===== config.mk =====
export PLATFORM = sky130hd
export DESIGN_NAME = booth_mul_seq
export DESIGN_NICKNAME = d
export VERILOG_FILES = /design/src/rtl/booth_pkg.sv /design/src/rtl/booth_ctrl.sv /design/src/rtl/booth_mul_seq.sv
export SDC_FILE = /design/constraint.sdc
export NUM_CORES = 1
export LEC_CHECK = 0
export BUFFER_PORTS_ARGS = -buffer_cell sky130_fd_sc_hd__buf_2
export CORE_UTILIZATION = 45
export CTS_BUF_LIST = sky130_fd_sc_hd__clkbuf_4 sky130_fd_sc_hd__clkbuf_8
export DETAILED_ROUTE_END_ITERATION = 6
export MAX_ROUTING_LAYER = met4
export SLEW_MARGIN = 25
export SYNTH_ARGS = -nofsm -noshare
export SYNTH_HDL_FRONTEND = slang
export SYNTH_SLANG_ARGS = --single-unit

===== constraint.sdc =====
create_clock -name clk -period 2.5 [get_ports clk]
set_input_delay 0.125 -clock clk [delete_from_list [all_inputs] [get_ports clk]]
set_output_delay 0.125 -clock clk [all_outputs]
set_load 0.1 [all_outputs]

===== src/rtl/booth_pkg.sv =====
// Shared encodings for the sequential radix-2 Booth multiplier.
package booth_pkg;

    typedef enum logic [1:0] {
        StIdle  = 2'b00,
        StAdd   = 2'b01,
        StShift = 2'b10,
        StDone  = 2'b11
    } state_e;

    // {Q[0], q_m1} recoding pairs that modify the accumulator.
    localparam logic [1:0] PairSub = 2'b10;
    localparam logic [1:0] PairAdd = 2'b01;

endpackage


===== src/rtl/booth_ctrl.sv =====
// Booth control FSM: sequences W+1 add/shift iterations and drives datapath strobes.
module booth_ctrl
    import booth_pkg::*;
#(
    parameter int unsigned W = 8
) (
    input  logic       clk,
    input  logic       reset,
    input  logic       start,
    input  logic [1:0] pair,
    output logic       load,
    output logic       add_en,
    output logic       sub_en,
    output logic       shift_en,
    output logic       capture,
    output logic       busy,
    output logic       done
);

    localparam int unsigned CW = $clog2(W + 1);

    state_e        state_q;
    logic [CW-1:0] count_q;
    logic          last;

    assign last     = (count_q == CW'(W));
    assign load     = (state_q == StIdle) && start;
    assign add_en   = (state_q == StAdd) && (pair == PairAdd);
    assign sub_en   = (state_q == StAdd) && (pair == PairSub);
    assign shift_en = (state_q == StShift);
    assign capture  = shift_en && last;

    always_ff @(posedge clk) begin
        if (reset) begin
            state_q <= StIdle;
            count_q <= '0;
            busy    <= 1'b0;
            done    <= 1'b0;
        end else begin
            done <= 1'b0;
            unique case (state_q)
                StIdle: begin
                    if (start) begin
                        state_q <= StAdd;
                        count_q <= '0;
                        busy    <= 1'b1;
                    end
                end
                StAdd: state_q <= StShift;
                StShift: begin
                    count_q <= count_q + CW'(1);
                    if (last) begin
                        state_q <= StDone;
                        done    <= 1'b1;
                    end else begin
                        state_q <= StAdd;
                    end
                end
                StDone: begin
                    state_q <= StIdle;
                    busy    <= 1'b0;
                end
            endcase
        end
    end

endmodule


===== src/rtl/booth_mul_seq.sv =====
// Sequential radix-2 Booth multiplier: W+1-bit A/Q/M datapath driven by booth_ctrl.
module booth_mul_seq
    import booth_pkg::*;
#(
    parameter int unsigned W = 8
) (
    input  logic           clk,
    input  logic           reset,
    input  logic           start,
    input  logic           signed_mode,
    input  logic [W-1:0]   multiplicand,
    input  logic [W-1:0]   multiplier,
    output logic           busy,
    output logic           done,
    output logic [2*W-1:0] product
);

    logic [W:0]     a_q, q_q, m_q;
    logic           qm1_q;
    logic [2*W-1:0] product_q;
    logic [2*W+1:0] aq_sh;
    logic           load, add_en, sub_en, shift_en, capture;

    // Arithmetic right shift of {A,Q}; the bit leaving Q becomes q_m1.
    assign aq_sh   = {a_q[W], a_q, q_q[W:1]};
    assign product = product_q;

    booth_ctrl #(
        .W (W)
    ) u_ctrl (
        .clk      (clk),
        .reset    (reset),
        .start    (start),
        .pair     ({q_q[0], qm1_q}),
        .load     (load),
        .add_en   (add_en),
        .sub_en   (sub_en),
        .shift_en (shift_en),
        .capture  (capture),
        .busy     (busy),
        .done     (done)
    );

    always_ff @(posedge clk) begin
        if (reset) begin
            a_q       <= '0;
            q_q       <= '0;
            m_q       <= '0;
            qm1_q     <= 1'b0;
            product_q <= '0;
        end else begin
            if (load) begin
                a_q   <= '0;
                m_q   <= {signed_mode & multiplicand[W-1], multiplicand};
                q_q   <= {signed_mode & multiplier[W-1], multiplier};
                qm1_q <= 1'b0;
            end else if (add_en) begin
                a_q <= a_q + m_q;
            end else if (sub_en) begin
                a_q <= a_q - m_q;
            end else if (shift_en) begin
                a_q   <= aq_sh[2*W+1:W+1];
                q_q   <= aq_sh[W:0];
                qm1_q <= q_q[0];
            end
            if (capture) begin
                product_q <= aq_sh[2*W-1:0];
            end
        end
    end

endmodule


# Word-level counts from Yosys, hierarchy flattened
# Index checks and enable logic that the tools add are counted.
# classes
n_addsub	3
eq_ne	9
muxes	15
bitwise_logic	5
reduce_logical	16
# ops
op	count
$mux W9	6
$add A9 B9 Y9	1
$sub A9 B9 Y9	1
$mux W8	1
$pmux W2 S4	1
$pmux W4 S2	1
$reduce_bool A2 Y1	4
$eq A2 B2 Y1 const B	3
$ne A2 B2 Y1 const B	3
$reduce_and A3 Y1	2
$add A4 B1 Y4 const B	1
$eq A2 B1 Y1 const B	2
$eq A4 B4 Y1 const B	1
$logic_and A1 B1 Y1	4
$mux W2	2
$mux W4	1
$reduce_and A2 Y1	2
$reduce_or A2 Y1	2
$not A1 Y1	3
$reduce_bool A3 Y1	1
$and A1 B1 Y1	2
$logic_not A2 Y1	1
$mux W1	2
$pmux W1 S2	1
# word_totals
regBits	52
input_bits	20
output_inout_bits	18
word_cells	58

# Depth between registers and ports, before layout
# Gate-level depths: netlist (run 1).
# depth
depth_word	5
ltp_mapped	10

# Hierarchy
# From an unflattened synthesis (run 1), not the netlist that was laid out.
# unflattened
cells_unflattened	352
hier_area_um2	3007.9
# by_module_without_submodules
module	instances	cells_each	area_per_inst_um2	seq_area_each_um2
booth_mul_seq	1	310	2605.0	880.8
booth_ctrl	1	42	402.9	160.2

# Worst setup path after synthesis (run 1)
# OpenSTA, ideal clock, no wires.
# synth_timing
path_type	reg-to-reg
startpoint	register a_q[0]
endpoint	register a_q[8]
setup_time_ns	0.072
t_arrival_ns	2.042
slack_ns	0.386
stages_incl_launch_ff	11
n_path_buf	0
synth_period_minus_slack_ns	2.114
cell_sequence	dfxtp_1 > inv_1 > ha_1 > inv_1 > fa_1 > a21o_1 > a2111oi_4 > o2bb2ai_2 > xnor2_1 > o22ai_1 > mux2i_1
# synth_via
elab_chain_len	3
word_cells_on_any_way	4
classes_between	add/sub (2); mux (2)
# synth_rtl
element	line_no	source
start: declaration	booth_mul_seq.sv:18	logic [W:0] a_q, q_q, m_q;
start signal: assignment	booth_mul_seq.sv:58	a_q <= a_q + m_q;
start signal: assignment	booth_mul_seq.sv:60	a_q <= a_q - m_q;
start signal: assignment	booth_mul_seq.sv:62	a_q <= aq_sh[2*W+1:W+1];
$sub A9 B9 Y9	booth_mul_seq.sv:60	
$mux W9	booth_mul_seq.sv:59	end else if (sub_en) begin
$mux W9 *	booth_mul_seq.sv:57	end else if (add_en) begin
# Every way passes the cells marked *; elsewhere a longest branch is shown, timed or not. The select of a mux whose other input is x is not followed.
# A chain may end at the register's enable or synchronous reset.

# Final worst setup path (run 1)
# Ends and elaborated chain as after synthesis.

==> flow_summary.ini, run 1 <==
[cts]
clockBufferDepth = 2
cts_setup_buffers = 0
ctsHoldBuffers = 0
cts_made_buffers = 5
worstSkewPairLatency_ps = 320
clk_pin_slew_ps = 110
cts-root-buf = clkbuf_8
cts_tree = yes
cts-resized-gates = 0
cts_max_level = 2
clock-sinks = 52

[final_layout]
n_antenna_cell = 0
regArea_um2 = 1040
fill_cells = 637
multi_input_area_um2 = 1670
final_area_um2 = 3190
fin_cells = 469
fin_nets = 433
area_delta_synth_final_pct = 11.7
drive_above_1_share_pct = 16.8

[power]
powerDensity_nw_per_um2 = 545
vdd_drop_max_uv = 327
leakage_nw = 1.27
power_mw = 1.74

[timing]
finalMaxSlewViolations = 0
worst_pin_slew_ps = 859
max_freq_ghz = 0.427
hold_violations = 0
rsz0062_at_grt = false
period_share_pct = 93.7
final.setup.tns_ps = 0
setup_violations = 0
finClkSkew_ps = 9.36
min_period_ps = 2340
slew_headroom_pct = 42.7
setup_ws_ps = 158

[logic_synthesis]
ys_async_sr_fraction_pct = 0
synth_nets = 401
synth_cell_types = 58
synth_edf_count = 0
synth_compound_area_share_pct = 22.7
syn_area_um2 = 2850
netlist_instances = 361
yosys.area_share.xor_xnor_pct = 0.921
synth_top_family_by_area = simple AND/OR/NAND/NOR gates
ys_seq_elements = 52
synthSimpleGateAreaFrac_pct = 24.7
postSynthAreaPerCell_um2 = 7.91
yosysWarnings = 0
synth_ff_type = dfxtp_1
synth.top_cell.area_share_pct = 36.5
ys_seq_area_share_pct = 36.5
muxShareOfSynthArea_pct = 0.701
synth_area_leaders = dfxtp_1, nand2_1, ha_1
synth_top_area_cell = dfxtp_1
synth_fa_ha_area_share_pct = 9.29

[global_route]
grt_pass1_wl_um = 11000
grt_max_degree = 45
grt.total_usage_pct = 22.4
grt_pass1_vias = 2264
antenna_found_initial = 0
grt_use_met2_pct = 35.5
grt_busiest_layer = met2
grt_overflow = 0
met1_usage_pct = 29.6
grt_util_met3_pct = 3.78

[drt]
drt_wl_total_um = 6860
vias = 2562
drcViolationCount = 0
routedWlPerCell_um = 14.6
ant_nets = 0
drt_iter0_markers = 131
viasPerCell = 5.46
drtPass1Iterations = 5

[worst_hold_path]
worstHoldStart = multiplicand[0]
hold_class = in -> reg

[placed_design]
place_area_um2 = 3090
place.gp.congestion = 0.901
hpwl_um = 4770
pre_cts_slack_ps = 190
dp_cells = 461
io_buffers = 37

[floorplanning]
dieArea_um2 = 6660
initial_core_util_pct = 47.4
die_y_um = 81.6
core_area_um2 = 6030
rows = 28
ioPinCount = 38
die_x_um = 81.6

[worst_setup_path]
cp-start-kind = flip-flop
slowest_delay_ps = 410
slowest_stage = fa_1
cp.arrival_ps = 2590
cp_cell_sequence = inv_1 -> ha_1 -> inv_1 -> fa_1 -> a21o_1 -> a2111oi_4 -> o2bb2ai_2 -> xnor2_1 -> o22ai_1 -> mux2i_1
cpMostUsedCell = inv_1
cp-startpoint = a_q[0]
crit_path_end_kind = flip-flop
required_ps = 2750
r2r_start = a_q[0]
critPathMaxFanout = 5
critPathKind = reg -> reg

[run]
cap_viol_max_count = 0

[outcome]
outcome = finished clean
## path summary, 6_finish.rpt
check | end | depth (start not counted) | slack, ps
setup / recovery | a_q[8] | 10 | 160
hold / removal | m_q[0] | 3 | 30
setup reg to reg | a_q[8] | 10 | 160
hold reg to reg | product[1] | 2 | 460
## area by class of cell
cell class	instances	share of cell area [%]
Clock buffer	5	2.16
Clock inverter	3	0.785
Inverter	17	2.00
Multi-Input combinational cell	274	52.2
Sequential cell	52	32.7
Tap cell	75	2.94
Timing Repair Buffer	43	7.22
## stage by stage
stage / hold WS (ps) / utilization, %
5_1_grt: 24.4 / 52.9
4_1_cts: 25.3 / 52.9
2_1_floorplan: 261 / -
3_5_place_dp: 371 / 51.3
6_report: 30.9 / 52.9
3_3_place_gp: 365 / 51.3
## power breakdown
part	switching (mW)	leakage (nW)	total, mW	internal (mW)
Combinational	0.185	0.799	0.315	0.129
Sequential	0.0339	0.423	0.897	0.863
Clock	0.322	0.0452	0.527	0.205
## per-layer routing
| metal | part of all wire (%) | up-vias |
|---|---|---|
| met1 | 51 | 1204 |
| met4 | 0.80 | 0 |
| met2 | 46 | 46 |
| met3 | 2.7 | 6 |
| li1 | - | 1306 |
| met5 | 0 | - |
## registers in the layout, summed over array words and instances, names as in the netlist
signal and count:
a_q 9, u_ctrl.done 1, m_q 9, u_ctrl.count_q 4, product 16, u_ctrl.state_q 2
u_ctrl.busy 1, q_q 9, qm1_q 1
## layout by cell type, fill, tap and decap left out, drive strengths merged, types with 3 or more instances in the layout
master / n
ha: 18
nand2b: 7
clkbuf: 5
a21oi: 43
buf: 43
nor2b: 7
or3: 3
nand2: 79
nor3: 5
and2b: 3
and3: 4
nor2: 23
inv: 19
nand3: 10
and2: 3
a311oi: 9
dfxtp: 52
o221ai: 3
o21ai: 24
## worst max-delay path: cells and delay by family (launching register included)
kind                       cells  cell delay, ps
DFF                            1             370
xor gates and xnor gates       1              70
muxes                          1             190
AOI/OAI and AO/OA              4             920
buffers and inverters          2             140
adders and majority gates      2             580
## Yosys cell counts (2+ instances only)
master,number
nand2b_1,7
and3_1,2
mux2i_1,2
o21bai_1,2
a21o_1,2
and2b_4,2
inv_1,17
nand3_1,10
nand2_1,78
o21ai_1,7
o21ai_0,17
o22ai_1,2
ha_1,18
xnor2_1,2
nor2_1,22
clkbuf_1,14
nor3b_1,2
dfxtp_1,52
nor3_1,4
and2_1,3
a21oi_1,43
o221ai_1,2
nor2b_1,6
fa_1,2
a311oi_1,9
buf_6,2
## cells by family (layout without fill, tap and decap cells)
logic type               Yosys count  after routing
buffers and inverters             35             68
AO/OA/AOI/OAI                    100            100
adder cells (fa/ha/maj)           20             20
flip-flops                        52             52
multiplexers                       2              2
AND/OR/NAND/NOR                  149            149
XOR/XNOR                           3              3
Power figures use the tool's default switching activity.
==> inputs of run 2 (changes only) <==
- CTS_BUF_LIST: sky130_fd_sc_hd__clkbuf_4 sky130_fd_sc_hd__clkbuf_8 -> sky130_fd_sc_hd__clkbuf_2
==> run 2 against run 1 <==
  * Fmax decreased by 0.26%
  * Via count up 2.8%
  * Critical endpoint unchanged
  * First-iteration DRC count grew 3.8%
  * Clock-buffer cell count is the same
  * Sequential power hardly changed
  * Non-clock buffer count up 17
  * Register-to-register slack is essentially flat
  * Wire length increased by 2.2%
  * Utilization is 2.1 points higher
  * Largest cell class unchanged
==> flow_summary.ini, run 2 (synthesized netlist as in run 1, its figures left out) <==
[final_layout]
n_antenna_cell = 0
fill_cells = 634
area_delta_synth_final_pct = 16.2
mostFrequentLayoutCell = nand2_1
largest_reg_flops = 16
fin_nets = 450
layout_common_cells = nand2_1, dfxtp_1, a21oi_1
drive_above_1_share_pct = 16.3

[outcome]
outcome = finished clean

[floorplanning]
die_y_um = 81.6
ioPinCount = 38
core_area_um2 = 6030
dieArea_um2 = 6660
initial_core_util_pct = 47.4
rows = 28
die_x_um = 81.6

[power]
vdd_drop_max_uv = 297
powerDensity_nw_per_um2 = 488
power_mw = 1.62
leakage_nw = 1.32

[worst_setup_path]
required_ps = 2900
cp-start-kind = flip-flop
critPathMaxFanout = 5
critPathKind = reg -> reg
cp.arrival_ps = 2740
crit_path_end_kind = flip-flop

[cts]
cts_max_level = 2
cts_tree = yes
clk_pin_slew_ps = 300
clock-sinks = 52
cts-root-buf = clkbuf_2
clockBufferDepth = 2
cts_setup_buffers = 0
worstSkewPairLatency_ps = 450
cts_made_buffers = 5

[timing]
setup_ws_ps = 152
max_freq_ghz = 0.426
min_period_ps = 2350
rsz0062_at_grt = false
slew_headroom_pct = 43.0
final.setup.tns_ps = 0
holdWs_ps = 65.3
hold_violations = 0
finClkSkew_ps = 21.9
worst_pin_slew_ps = 855
setup_violations = 0
period_share_pct = 93.9
finalMaxSlewViolations = 0

[run]
cap_viol_max_count = 0

[drt]
routedWlPerCell_um = 14.4
drtPass1Iterations = 4
drt_wl_total_um = 7010
viasPerCell = 5.42
drcViolationCount = 0
ant_nets = 0
vias = 2634
drt_iter0_markers = 136

[placed_design]
pre_cts_slack_ps = 190
io_buffers = 37
place.gp.congestion = 0.901
hpwl_um = 4770

[global_route]
grt_max_degree = 45
antenna_found_initial = 0
grt_pass1_wl_um = 11300
grt.total_usage_pct = 22.9
grt_pass1_vias = 2347
grt_overflow = 0

[worst_hold_path]
hold_class = in -> reg
-- run 2: worst max-delay path, stage by stage, from the launching register on --
cell       delay, ps
dfxtp_2          410
inv_1             60
ha_1             170
inv_1             60
fa_1             410
a21o_1           220
a2111oi_4        390
o2bb2ai_2        160
xnor2_1           70
o22ai_1          150
mux2i_1          190
-- run 2: power breakdown --
part           switching [mW]  internal (mW)
registers              0.0333          0.867
logic                   0.189          0.147
clock network           0.304         0.0770
-- run 2: path summary, 6_finish.rpt --
| path | start | endpoint | slack (ps) | depth (start not counted) |
|---|---|---|---|---|
| setup / recovery | a_q[0] | a_q[8] | 150 | 10 |
| hold / removal | start | u_ctrl.busy | 70 | 4 |
| setup reg to reg | a_q[0] | a_q[8] | 150 | 10 |
| hold reg to reg | product[1] | product[1] | 470 | 2 |
-- run 2: through the flow --
stage               cell area, um2  util [%]  instances
global route                  3320      55.0        486
detailed placement            3090      51.3        461
CTS                           3310      55.0        486
global placement              3090      51.3        461
finish                        3320      55.0        486
floorplan                     2850         -        361
-- run 2: repair_timing --
action | in CTS | in global routing
hold buffers | 17 | 0
endpoints found under the hold margin | 18 | 0
resized for setup | 0 | 1
endpoints found under the setup margin | 0 | 1
-- run 2: layout make-up --
cell class	instances	area, um2	share of cell area [%]
Tap cell	75	93.8	2.83
Sequential cell	52	1040	31.4
Timing Repair Buffer	60	400	12.1
Multi-Input combinational cell	274	1670	50.2
Clock inverter	3	25.0	0.755
Clock buffer	5	25.0	0.755
Inverter	17	63.8	1.92
-- run 2: per-layer routing --
layer	wire length (um)	GRT usage (%)	part of all wire (%)	vias up
li1	-	-	-	1341
met1	3390	29.9	48	1226
met2	3260	36.7	47	63
met3	308	4.11	4.4	4
met4	48	5.26	0.68	0
met5	0	-	0	-
==> inputs of run 3 (changes only) <==
- ABC_CLOCK_PERIOD_IN_PS: unset -> 2500
- BUFFER_PORTS_ARGS: -buffer_cell sky130_fd_sc_hd__buf_2 -> -buffer_cell sky130_fd_sc_hd__clkbuf_2
- PLACE_DENSITY: unset -> 0.73
==> run 3 against run 2 <==
  * Setup slack got worse by 18 ps
  * Global-route usage decreased by 0.75 points
  * Register-to-register slack got worse by 20 ps
  * Final cell count increased by 1.4%
  * Largest cell class unchanged
  * Largest power group unchanged
==> flow_summary.ini, run 3 (synthesized netlist as in run 1, its figures left out) <==
[outcome]
outcome = finished clean

[timing]
setup_violations = 0
finClkSkew_ps = 21.6
max_freq_ghz = 0.423
final.setup.tns_ps = 0
hold_violations = 0
worst_pin_slew_ps = 610
period_share_pct = 94.6
slew_headroom_pct = 59.3
finalMaxSlewViolations = 0
min_period_ps = 2370
rsz0062_at_grt = false

[global_route]
grt_overflow = 0
grt_max_degree = 34
grt.total_usage_pct = 22.1
grt_pass1_wl_um = 11100
grt_util_met3_pct = 3.33
met1_usage_pct = 27.4
grt_pass1_vias = 2466
grt_use_met2_pct = 37.6
antenna_found_initial = 0
grt_busiest_layer = met2

[final_layout]
mostFrequentLayoutCell = nand2_1
drive_above_1_share_pct = 16.0
layout_common_cells = nand2_1, dfxtp_1, a21oi_1
n_antenna_cell = 0
largest_reg_flops = 16
area_delta_synth_final_pct = 18.5
fin_nets = 457
fill_cells = 583

[worst_setup_path]
cpMostUsedCell = inv_1
cp.arrival_ps = 2780
cp-start-kind = flip-flop
critPathKind = reg -> reg
ff2ff_path_depth = 10
crit_path_end_kind = flip-flop
slowest_delay_ps = 420
required_ps = 2910
critPathMaxFanout = 5
r2r_start = a_q[0]
cp_cell_sequence = inv_1 -> ha_1 -> inv_1 -> fa_1 -> a21o_1 -> a2111oi_4 -> o2bb2ai_2 -> xnor2_1 -> o22ai_1 -> mux2i_1
rrSetupSlack_ps = 130
slowest_stage = dfxtp_1
r2r_end = a_q[8]

[floorplanning]
initial_core_util_pct = 47.4
core_area_um2 = 6030
dieArea_um2 = 6660
rows = 28
ioPinCount = 38
die_y_um = 81.6
die_x_um = 81.6

[power]
power_mw = 1.61
vdd_drop_max_uv = 371
p_sw_mw = 0.512
powerDensity_nw_per_um2 = 477
intPower_mw = 1.10
pwr-share-clk_pct = 22.9
power_frac_comb_pct = 21.4
leakage_nw = 1.35
p_seq_share_pct = 55.7
power_switching_share_pct = 31.7

[worst_hold_path]
hold_class = in -> reg
min_delay_path_depth = 4
worstHoldStart = start
min_to = u_ctrl.busy

[cts]
cts-resized-gates = 0
clockBufferDepth = 2
cts_tree = yes
cts_made_buffers = 5
cts_max_level = 2
cts-root-buf = clkbuf_2
clk_pin_slew_ps = 280
clock-sinks = 52
worstSkewPairLatency_ps = 450

[placed_design]
io_buffers = 37
place.gp.congestion = 0.879
hpwl_um = 4750

[drt]
ant_nets = 0
routedWlPerCell_um = 13.6
drcViolationCount = 0
drtPass1Iterations = 4
vias = 2687
drt_wl_total_um = 6690
viasPerCell = 5.45
drt_iter0_markers = 132

[run]
cap_viol_max_count = 0
==> run 3: timing repair <==
item | in CTS | in global routing
hold buffers | 23 | 0
setup endpoints to repair | 0 | 0
endpoints found under the hold margin | 19 | 0
setup buffers | 0 | 0
==> run 3: how the worst max path moves through the flow <==
stage,endpoint,startpoint,depth (start not counted)
after global placement,a_q[8],a_q[0],10
after CTS,a_q[8],a_q[0],10
after floorplan,a_q[8],a_q[0],10
after detailed placement,a_q[8],a_q[0],10
final,a_q[8],a_q[0],10
after global routing,a_q[8],a_q[0],10
==> run 3: layer usage <==
metal	vias to the layer above	routed length, um
li1	1357	-
met1	1242	3080
met2	77	3180
met3	11	311
met4	0	119
met5	-	0
==> run 3: power groups by stage <==
stage,Combinational [mW],Clock [mW],Sequential (mW)
2_1_floorplan,0.234,0,0.918
3_3_place_gp,0.307,0,0.913
3_5_place_dp,0.312,0,0.913
4_1_cts,0.342,0.380,0.899
5_1_grt,0.380,0.416,0.906
6_report,0.346,0.370,0.899
==> run 3: worst max-delay path: cells and delay by family (launching register included) <==
kind,cells,cell delay [ps]
adder cells (fa/ha/maj),2,580
buffers and inverters,2,140
flip-flops,1,420
AO/OA/AOI/OAI,4,920
multiplexers,1,200
XOR/XNOR,1,80
==> run 3: final cells by class <==
type | instances | area [um2] | share of cell area [%]
Clock buffer | 5 | 25.0 | 0.740
Clock inverter | 3 | 26.3 | 0.777
Inverter | 17 | 63.8 | 1.89
Multi-Input combinational cell | 274 | 1670 | 49.2
Sequential cell | 52 | 1040 | 30.8
Tap cell | 75 | 93.8 | 2.77
Timing Repair Buffer | 67 | 468 | 13.8
==> run 3: metrics by stage <==
step                      hold WS, ps  util, %  area [um2]  setup slack [ps]  std cells
after floorplan                   261        -        2850               386        361
after global placement            349     51.5        3100               288        462
after detailed placement          359     51.5        3100               198        462
after CTS                        61.3     56.1        3380               145        493
after global routing             84.1     56.1        3380              23.4        493
final                            81.3     56.1        3380               134        493
